**src/rtl/i2s_pkg.sv**
```systemverilog
// Shared types and default timing constants for the I2S receive controller.
package i2s_pkg;

   typedef enum logic [1:0] {IDLE, RUN, STOP} i2s_ctrl_state_t;

   localparam int unsigned I2S_DATA_BIT = 16;
   localparam int unsigned I2S_SCLK_DIV = 4;
   localparam int unsigned I2S_SLOT_BIT = 32;

   // Bit position 1 carries the MSB (one-bit I2S delay), so the index counts down from data_bit-1.
   function automatic int unsigned i2s_bit_index(input int unsigned data_bit,
                                                 input int unsigned bit_pos);
      return data_bit - bit_pos;
   endfunction

endpackage

```
**src/rtl/i2s_rx_ctrl_if.sv**
```systemverilog
// Run request in, codec clocks and per-bit receive qualifiers out.
interface i2s_rx_ctrl_if #(
   parameter int unsigned DATA_BIT = i2s_pkg::I2S_DATA_BIT
);

   logic                        i_enable;
   logic                        o_sclk;
   logic                        o_lrclk;
   logic                        o_sclk_tick;
   logic [$clog2(DATA_BIT)-1:0] o_count;
   logic                        o_count_valid;
   logic                        o_count_lrclk;
   logic                        o_finish;
   logic                        o_active;

   modport master (
      input  i_enable,
      output o_sclk, o_lrclk, o_sclk_tick, o_count, o_count_valid, o_count_lrclk,
             o_finish, o_active
   );

   modport slave (
      output i_enable,
      input  o_sclk, o_lrclk, o_sclk_tick, o_count, o_count_valid, o_count_lrclk,
             o_finish, o_active
   );

endinterface

```
**src/rtl/i2s_sclk_gen.sv**
```systemverilog
// SCLK divider: low half first, registered SCLK and sample tick, strobes for the falling edge.
module i2s_sclk_gen
   import i2s_pkg::*;
#(
   parameter int unsigned SCLK_DIV = I2S_SCLK_DIV
) (
   input  logic i_clk_12_288,
   input  logic i_reset_n,
   input  logic i_run,
   input  logic i_run_next,
   output logic o_sclk,
   output logic o_tick,
   output logic o_fall,
   output logic o_last_next
);

   localparam int unsigned   DW       = (SCLK_DIV > 1) ? $clog2(SCLK_DIV) : 1;
   localparam logic [DW-1:0] DIV_LAST = DW'(SCLK_DIV - 1);
   localparam logic [DW-1:0] DIV_HALF = DW'(SCLK_DIV / 2);

   logic [DW-1:0] div_q, div_d;
   logic          sclk_q, sclk_d;
   logic          tick_q, tick_d;

   // Count only while running in both this and the next cycle, so entry and exit land on 0.
   always_comb begin
      div_d = '0;
      if (i_run && i_run_next && div_q != DIV_LAST) begin
         div_d = div_q + 1'b1;
      end
      sclk_d = i_run_next && (div_d >= DIV_HALF);
      tick_d = i_run_next && (div_d == DIV_HALF);
   end

   always_ff @(posedge i_clk_12_288 or negedge i_reset_n) begin
      if (!i_reset_n) begin
         div_q  <= '0;
         sclk_q <= 1'b0;
         tick_q <= 1'b0;
      end else begin
         div_q  <= div_d;
         sclk_q <= sclk_d;
         tick_q <= tick_d;
      end
   end

   assign o_sclk      = sclk_q;
   assign o_tick      = tick_q;
   assign o_fall      = i_run && (div_q == DIV_LAST);
   assign o_last_next = i_run_next && (div_d == DIV_LAST);

endmodule

```
**src/rtl/i2s_rx_ctrl.sv**
```systemverilog
// I2S receive timing sequencer: slot/channel counters, run/stop FSM and registered bit qualifiers.
module i2s_rx_ctrl
   import i2s_pkg::*;
#(
   parameter int unsigned DATA_BIT = I2S_DATA_BIT,
   parameter int unsigned SCLK_DIV = I2S_SCLK_DIV,
   parameter int unsigned SLOT_BIT = I2S_SLOT_BIT
) (
   input  logic          i_clk_12_288,
   input  logic          i_reset_n,
   i2s_rx_ctrl_if.master bus
);

   localparam int unsigned   CW       = $clog2(DATA_BIT);
   localparam int unsigned   BW       = $clog2(SLOT_BIT);
   localparam logic [BW-1:0] BIT_LAST = BW'(SLOT_BIT - 1);
   localparam logic [BW-1:0] BIT_DATA = BW'(DATA_BIT);

   i2s_ctrl_state_t state_q, state_d;
   logic [BW-1:0]   bit_q, bit_d;
   logic            lr_q, lr_d;
   logic            active_q, active_d;
   logic            finish_q, finish_d;
   logic            valid_q, valid_d;
   logic [CW-1:0]   count_q, count_d;
   logic            sclk, tick, fall, last_next;

   i2s_sclk_gen #(
      .SCLK_DIV (SCLK_DIV)
   ) u_sclk_gen (
      .i_clk_12_288 (i_clk_12_288),
      .i_reset_n    (i_reset_n),
      .i_run        (active_q),
      .i_run_next   (active_d),
      .o_sclk       (sclk),
      .o_tick       (tick),
      .o_fall       (fall),
      .o_last_next  (last_next)
   );

   // Stopping only completes on the frame's last cycle; a drop in that cycle ends the run at once.
   always_comb begin
      state_d = state_q;
      unique case (state_q)
         IDLE:    if (bus.i_enable) state_d = RUN;
         RUN:     if (!bus.i_enable) state_d = finish_q ? IDLE : STOP;
         STOP: begin
            if (bus.i_enable)  state_d = RUN;
            else if (finish_q) state_d = IDLE;
         end
         default: state_d = IDLE;
      endcase
      active_d = (state_d != IDLE);
   end

   always_comb begin
      bit_d = '0;
      lr_d  = 1'b0;
      if (active_q && active_d) begin
         bit_d = bit_q;
         lr_d  = lr_q;
         if (fall) begin
            if (bit_q == BIT_LAST) begin
               bit_d = '0;
               lr_d  = ~lr_q;
            end else begin
               bit_d = bit_q + 1'b1;
            end
         end
      end
   end

   // Qualifiers are derived from next-state counters so the registered outputs line up with them.
   always_comb begin
      valid_d  = active_d && (bit_d != '0) && (bit_d <= BIT_DATA);
      count_d  = valid_d ? CW'(i2s_bit_index(DATA_BIT, 32'(bit_d))) : '0;
      finish_d = active_d && lr_d && (bit_d == BIT_LAST) && last_next;
   end

   always_ff @(posedge i_clk_12_288 or negedge i_reset_n) begin
      if (!i_reset_n) begin
         state_q  <= IDLE;
         bit_q    <= '0;
         lr_q     <= 1'b0;
         active_q <= 1'b0;
         finish_q <= 1'b0;
         valid_q  <= 1'b0;
         count_q  <= '0;
      end else begin
         state_q  <= state_d;
         bit_q    <= bit_d;
         lr_q     <= lr_d;
         active_q <= active_d;
         finish_q <= finish_d;
         valid_q  <= valid_d;
         count_q  <= count_d;
      end
   end

   assign bus.o_sclk        = sclk;
   assign bus.o_lrclk       = lr_q;
   assign bus.o_sclk_tick   = tick;
   assign bus.o_count       = count_q;
   assign bus.o_count_valid = valid_q;
   assign bus.o_count_lrclk = lr_q;
   assign bus.o_finish      = finish_q;
   assign bus.o_active      = active_q;

endmodule

```
**src/flat_wrapper.sv**
```systemverilog
// flat-port wrapper written by rule: the top's interface ports become plain ports
module i2s_rx_ctrl_flat import i2s_pkg::*;
#(
   parameter int unsigned DATA_BIT = I2S_DATA_BIT,
   parameter int unsigned SCLK_DIV = I2S_SCLK_DIV,
   parameter int unsigned SLOT_BIT = I2S_SLOT_BIT
)
  (i_clk_12_288, i_reset_n, bus_i_enable, bus_o_sclk, bus_o_lrclk, bus_o_sclk_tick, bus_o_count, bus_o_count_valid, bus_o_count_lrclk, bus_o_finish, bus_o_active);
  i2s_rx_ctrl_if #(.DATA_BIT(DATA_BIT)) bus_i ();
  input  logic i_clk_12_288;
  input  logic i_reset_n;
  input wire logic [$bits(bus_i.i_enable)-1:0] bus_i_enable;
  output wire logic [$bits(bus_i.o_sclk)-1:0] bus_o_sclk;
  output wire logic [$bits(bus_i.o_lrclk)-1:0] bus_o_lrclk;
  output wire logic [$bits(bus_i.o_sclk_tick)-1:0] bus_o_sclk_tick;
  output wire logic [$bits(bus_i.o_count)-1:0] bus_o_count;
  output wire logic [$bits(bus_i.o_count_valid)-1:0] bus_o_count_valid;
  output wire logic [$bits(bus_i.o_count_lrclk)-1:0] bus_o_count_lrclk;
  output wire logic [$bits(bus_i.o_finish)-1:0] bus_o_finish;
  output wire logic [$bits(bus_i.o_active)-1:0] bus_o_active;
  assign bus_i.i_enable = bus_i_enable;
  assign bus_o_sclk = bus_i.o_sclk;
  assign bus_o_lrclk = bus_i.o_lrclk;
  assign bus_o_sclk_tick = bus_i.o_sclk_tick;
  assign bus_o_count = bus_i.o_count;
  assign bus_o_count_valid = bus_i.o_count_valid;
  assign bus_o_count_lrclk = bus_i.o_count_lrclk;
  assign bus_o_finish = bus_i.o_finish;
  assign bus_o_active = bus_i.o_active;
  i2s_rx_ctrl #(.DATA_BIT(DATA_BIT), .SCLK_DIV(SCLK_DIV), .SLOT_BIT(SLOT_BIT)) u_core (.i_clk_12_288(i_clk_12_288), .i_reset_n(i_reset_n), .bus(bus_i));
endmodule
```
**config.mk**
```make
export PLATFORM = sky130hd
export DESIGN_NAME = i2s_rx_ctrl_flat
export DESIGN_NICKNAME = d
export VERILOG_FILES = /design/src/rtl/i2s_pkg.sv /design/src/rtl/i2s_rx_ctrl_if.sv /design/src/rtl/i2s_sclk_gen.sv /design/src/rtl/i2s_rx_ctrl.sv /design/src/flat_wrapper.sv
export SDC_FILE = /design/constraint.sdc
export NUM_CORES = 1
export LEC_CHECK = 0
export ABC_AREA = 1
export BUFFER_PORTS_ARGS = -buffer_cell sky130_fd_sc_hd__clkbuf_2
export CAP_MARGIN = 10
export CORE_MARGIN = 1.5
export CORE_UTILIZATION = 36
export CTS_BUF_LIST = sky130_fd_sc_hd__clkbuf_8
export DETAILED_ROUTE_END_ITERATION = 10
export GPL_TIMING_DRIVEN = 0
export SYNTH_ARGS = -nofsm -noshare
export SYNTH_HDL_FRONTEND = slang
export SYNTH_SLANG_ARGS = --single-unit
```
**constraint.sdc**
```tcl
create_clock -name i_clk_12_288 -period 2.1 [get_ports i_clk_12_288]
set_input_delay 0.42 -clock i_clk_12_288 [delete_from_list [all_inputs] [get_ports i_clk_12_288]]
set_output_delay 0.42 -clock i_clk_12_288 [all_outputs]
set_load 0.02 [all_outputs]
```
### After elaboration in Yosys (flattened, before gate mapping)

Index checks and enable logic that the tools add are counted.

* add/subtract/negate cells: 3
* magnitude comparators: 2
* equality and inequality tests: 8
* multiplexer cells: 14
* bitwise logic cells: 1
* reduce and logical (&&, ||, !) cells: 14

Operators with widths (count)
* 5-bit two-way mux: 3
* 2-bit two-way mux: 6
* 1-bit logical AND: 11
* 5-bit equality test (second input constant): 2
* 2-bit equality test (second input constant): 4
* 2-bit case mux with 3 select lines: 1
* 5-bit by 1-bit adder with 5-bit output (second input constant): 1
* 5-bit <= comparator (second input constant): 1
* 5-bit nonzero test: 1
* 4-bit two-way mux: 1
* 1-bit by 4-bit subtractor with 4-bit output (first input constant): 1
* 1-bit two-way mux: 3
* 2-bit by 1-bit adder with 2-bit output (second input constant): 1
* 2-bit by 1-bit equality test with 1-bit output (second input constant): 1
* 2-bit >= comparator (second input constant): 1
* 2-bit logical NOT: 1
* 2-bit != test (second input constant): 1
* 2-bit nonzero test: 1
* 1-bit NOT: 1

* register bits: 19
* output and inout port bits: 11
* word-level logic and storage cells: 52

### Longest topological paths before layout

* word-level depth: 10
* mapped depth: 15
* mapped depth without buffers: 15

### Modules after synthesis

From an unflattened synthesis, not the netlist that was laid out.

* cells, all modules: 100
* area, all modules: 955.9 um^2

By module, submodules not included
* i2s_rx_ctrl: times used 1, cells each 84, area each 792.0 um^2, sequential area each 375.4 um^2
* i2s_sclk_gen: times used 1, cells each 16, area each 163.9 um^2, sequential area each 100.1 um^2

### Least setup slack after synthesis

OpenSTA, ideal clock, no wires.

* kind: register -> register
* start point: reg u_core.bit_q[0]
* end point: reg u_core.count_q[2] (netlist: u_core.bus.o_count[2])
* arrival: 1.941 ns
* required time: 1.980 ns
* path slack: 0.040 ns
* stages on the path, launching flop included: 16
* cells stage by stage: dfrtp_1 -> ha_1 -> nand2_1 -> nor2_1 -> ha_1 -> o21ai_1 -> o21ai_2 -> nor2_2 -> inv_1 -> ha_1 -> inv_1 -> nor2_4 -> nand2_1 -> nand2_1 -> nand3_2 -> nor2_1

* word-level cells in the longest chain between the ends: 8
* elaborated cells between the ends (all ways): 11

Ends and longest elaborated chain
* start: declaration: RTL line i2s_rx_ctrl.sv:20 `logic [BW-1:0] bit_q, bit_d;`
* start signal: assignment: RTL line i2s_rx_ctrl.sv:91 `bit_q <= bit_d;`
* 5-bit by 1-bit adder with 5-bit output or 5-bit equality test (tied branches): RTL line i2s_rx_ctrl.sv:67, i2s_rx_ctrl.sv:63
* 5-bit two-way mux: RTL line i2s_rx_ctrl.sv:63 `if (bit_q == BIT_LAST) begin`
* 5-bit two-way mux (*): RTL line i2s_rx_ctrl.sv:62 `if (fall) begin`
* 5-bit two-way mux (*): RTL line i2s_rx_ctrl.sv:59 `if (active_q && active_d) begin`
* via u_core.bit_d[0]: RTL line i2s_rx_ctrl.sv:20
* parallel branches: the longest is 3 deep, another holds 5-bit <= comparator
* 4-bit two-way mux (*): RTL line i2s_rx_ctrl.sv:76 `count_d = valid_d ? CW'(i2s_bit_index(DATA_BIT, 32'(bit_d))) : '0;`
* via u_core.count_d[2]: RTL line i2s_rx_ctrl.sv:25 `logic [CW-1:0] count_q, count_d;`
* end signal: assignment: RTL line i2s_rx_ctrl.sv:96 `count_q <= count_d;`
* end: declaration: RTL line i2s_rx_ctrl.sv:25

Mark *: on every way through the listed nets, which the timed path passes.

### Worst setup path after layout

* start point: reg u_core.bit_q[1]
* end point: reg u_core.count_q[0] (netlist: u_core.bus.o_count[0])

* word-level cells in the longest chain between the ends: 8
* elaborated cells between the ends (all ways): 11

Ends and longest elaborated chain (RTL line)
* 5-bit equality test (*): i2s_rx_ctrl.sv:63
* 5-bit two-way mux (*): i2s_rx_ctrl.sv:63
* 5-bit two-way mux (*): i2s_rx_ctrl.sv:62
* 5-bit two-way mux (*): i2s_rx_ctrl.sv:59
* via u_core.bit_d[0]: i2s_rx_ctrl.sv:20
* parallel branches: the longest is 3 deep, another holds 5-bit <= comparator
* 4-bit two-way mux (*): i2s_rx_ctrl.sv:76
* via u_core.count_d[0]: i2s_rx_ctrl.sv:25

Marked as above.

==> results.toml <==
[outcome]
status = "finished, final reports clean"

[clock_network]
htree_levels = 1
cts.sinks = 19
worstSkewPairLatency_ns = 0.25
cts_hold_buf = 0
cts_buffers = 3
clk_pin_slew_ns = 0.07
cts_buffer_depth = 2
cts_tree = "yes"
root_buffer = "clkbuf_8"

[die]
die_area_um2 = 2940
die_w_um = 54.2
rows = 18
die_y_um = 54.2
start_util_pct = 38.1
io_pins = 14
core-area_um2 = 2480

[placement]
globalplace.congestion = 0.776
dpl.cell_count = 141
dp_hpwl_um = 1250
place_area_um2 = 1050
dpl_worst_slack_ns = -0.163
numPortBuffers = 13

[synthesis]
async_flop_share_pct = 100
synth_fp_nets = 105
synth_top_family_by_area = "simple AND/OR/NAND/NOR gates"
syn_area_um2 = 943
yosys-top-cells-area = "dfrtp_1 (50%), inv_1 (6.4%), nand2_1 (5.6%)"
synthSimpleGateAreaFrac_pct = 31.4
synthAdderAreaFrac_pct = 5.31
synthDominantCellAreaShare_pct = 50.4
synthXorXnorAreaFrac_pct = 1.86
yosys.area.top_type = "dfrtp_1"
synth_compound_area_share_pct = 2.92
yosys_warnings = 0
synth-main-ff-cell = "dfrtp_1"
syn_inst = 98
synthMuxAreaShare_pct = 0
postSynthRegisterBits = 19
ys_types = 19
seq_area_frac_synth_pct = 50.4
synth_edf_count = 0
avgSynthCellArea_um2 = 9.63

[sta]
tightestPinTransition_ns = 0.461
slew_headroom_pct = 69.3
period_share_pct = 96.4
fin_ws_ns = 0.0757
fmax_mhz = 494
setup_violations = 0
skew_ns = 0.00110
drv_slew = 0
hold_viol_final = 0
fin_crit_ns = 2.02

[worst_hold_path]
hp-class = "primary input to asynchronous set/reset pin"

[setup_path]
critPathMostFrequentCell = "ha_4"
worst_ep_required_time_ns = 2.24
path_cells = "ha_4 > nand2_1 > nor2_2 > ha_4 > o21ai_2 > o21ai_2 > nor2_2 > inv_1 > ha_4 > inv_2 > nor2_4 > nand2_1 > nand2_2 > nand3_4 > nor2_1"
crit_path_start_kind = "flip-flop"
cp.arrival_ns = 2.17
worstSetupEndpointType = "flip-flop"
cp_max_fo = 5
r2r_slack_ns = 0.08
worst_path_max_delay_cell = "dfrtp_1"
critPathMaxStageDelay_ns = 0.43
critical_path_class = "flip-flop to flip-flop"

[drt]
drt_iter0_drc = 5
drc = 0
drtPass1Iterations = 2
antenna_left = 0
wl_um = 1780
routedWlPerCell_um = 11.8
viasPerCell = 4.60
num_vias = 695

[run]
cap_violations = 0

[global_routing]
grt_overflow_total = 0
track_usage_pct = 13.7
grt_antenna_before_repair = 0
grt_pass1_vias = 639
grt_max_degree = 20
grt_pass1_wl_um = 2800

[pwr]
power_density_nw_per_um2 = 613
switching_share_pct = 25.7
pwr-share-comb_pct = 13.7
clock_power_share_pct = 32.5
p_total_uw = 735
ir_drop_v = 0.000616
p_int_uw = 546
power_switching_uw = 189
leakage_nw = 0.626
p_seq_share_pct = 53.8

[finish]
drive_gt1_share_pct = 43.0
final_cells = 151
fin_nets = 129
stdcell_area_um2 = 1200
area_delta_synth_final_pct = 26.9
n_antenna_cell = 0
cells in the final DEF, fill, tap and decap left out, drive strengths merged:
cell / n
dfrtp: 19
nand2: 19
inv: 17
nor2: 17
clkbuf: 16
nand3: 9
buf: 7
o21ai: 4
ha: 4
nor3: 3
xor2: 2
nor4: 2
clkinv: 1
or2: 1
synth_stat cells (2+ instances only):
cell      n
nor2_4    2
nor3_1    3
dfrtp_1  19
ha_1      4
nand3_1   4
inv_1    16
xor2_1    2
nand3_2   5
o21ai_2   2
nand2_1  14
nand2_4   4
o21ai_1   2
nor4_1    2
nor2_2    4
nor2_1   11
cell families (layout without fill, tap and decap cells):
kind of cell    after synthesis  count (layout)
xor+xnor                      2               2
fa+ha+maj                     4               4
compound gates                4               4
buf+inv                      18              41
flops                        19              19
simple gates                 51              51
registers in the layout (all words and copies together), names as in the netlist:
register and count:
u_core.bus.o_count_lrclk 1, u_core.bus.o_count_valid 1, u_core.u_sclk_gen.div_q 2, u_core.bus.o_count 4, u_core.bus.o_finish 1, u_core.bus.o_active 1
u_core.u_sclk_gen.o_sclk 1, u_core.bit_q 5, u_core.state_q 2, u_core.u_sclk_gen.o_tick 1
layout make-up:
class	instances	area, um2
Fill cell	249	1280
Buffer	1	7.51
Timing Repair Buffer	19	110
Clock inverter	1	3.75
Clock buffer	3	41.3
Inverter	17	68.8
Tap cell	30	37.5
Sequential cell	19	475
Multi-Input combinational cell	61	453
power by group through the flow:
| stage | registers (mW) | logic [mW] | clock network [mW] |
|---|---|---|---|
| after floorplan | 0.410 | 0.0557 | 0 |
| after global placement | 0.401 | 0.0911 | 0 |
| after detailed placement | 0.402 | 0.0938 | 0 |
| after CTS | 0.395 | 0.0948 | 0.248 |
| after global routing | 0.397 | 0.115 | 0.264 |
| final | 0.395 | 0.101 | 0.239 |
per-layer routing:
metal / vias to the layer above / wire length [um] / GRT usage [%] / part of all wire (%)
met4: 0 / 11 / 2.50 / 0.62
met3: 2 / 73 / 5.00 / 4.1
met2: 12 / 894 / 22.5 / 50
li1: 353 / - / - / -
met1: 328 / 805 / 17.2 / 45
met5: - / 0 / 0 / 0
per-stage QoR:
step | hold WS [ns] | setup TNS, ns | utilization (%)
2_1_floorplan | 0.124 | 0 | -
3_5_place_dp | 0.397 | -0.783 | 42.2
4_1_cts | 0.122 | 0 | 44.7
3_3_place_gp | 0.386 | -0.635 | 42.2
5_1_grt | 0.142 | -0.226 | 48.3
6_report | 0.107 | 0 | 48.3
worst max-delay path: cells and delay by family (launching register included):
| family | cells | cell delay, ns |
|---|---|---|
| and+or+nand+nor | 8 | 0.59 |
| DFF | 1 | 0.43 |
| adders and majority gates | 3 | 0.51 |
| buffers and inverters | 2 | 0.16 |
| AOI/OAI and AO/OA | 2 | 0.22 |
final timing paths:
kind | start | endpoint | cells after the start
setup reg to reg | u_core.bit_q[1] | u_core.bus.o_count[0] | 15
hold / removal | i_reset_n | u_core.bus.o_count_lrclk | 1
setup / recovery | u_core.bit_q[1] | u_core.bus.o_count[0] | 15
hold reg to reg | u_core.u_sclk_gen.div_q[0] | u_core.u_sclk_gen.div_q[0] | 1
max in group asynchronous | i_reset_n | u_core.bit_q[4] | 1
min in group i_clk_12_288 | bus_i_enable | u_core.state_q[0] | 3
timing repair:
action | in CTS | in global routing
pin swaps | 1 | 6
gates resized for setup | 1 | 13
endpoints found under the setup margin | 5 | 5
setup buffers | 2 | 4
(Power assumes the default switching activity.)
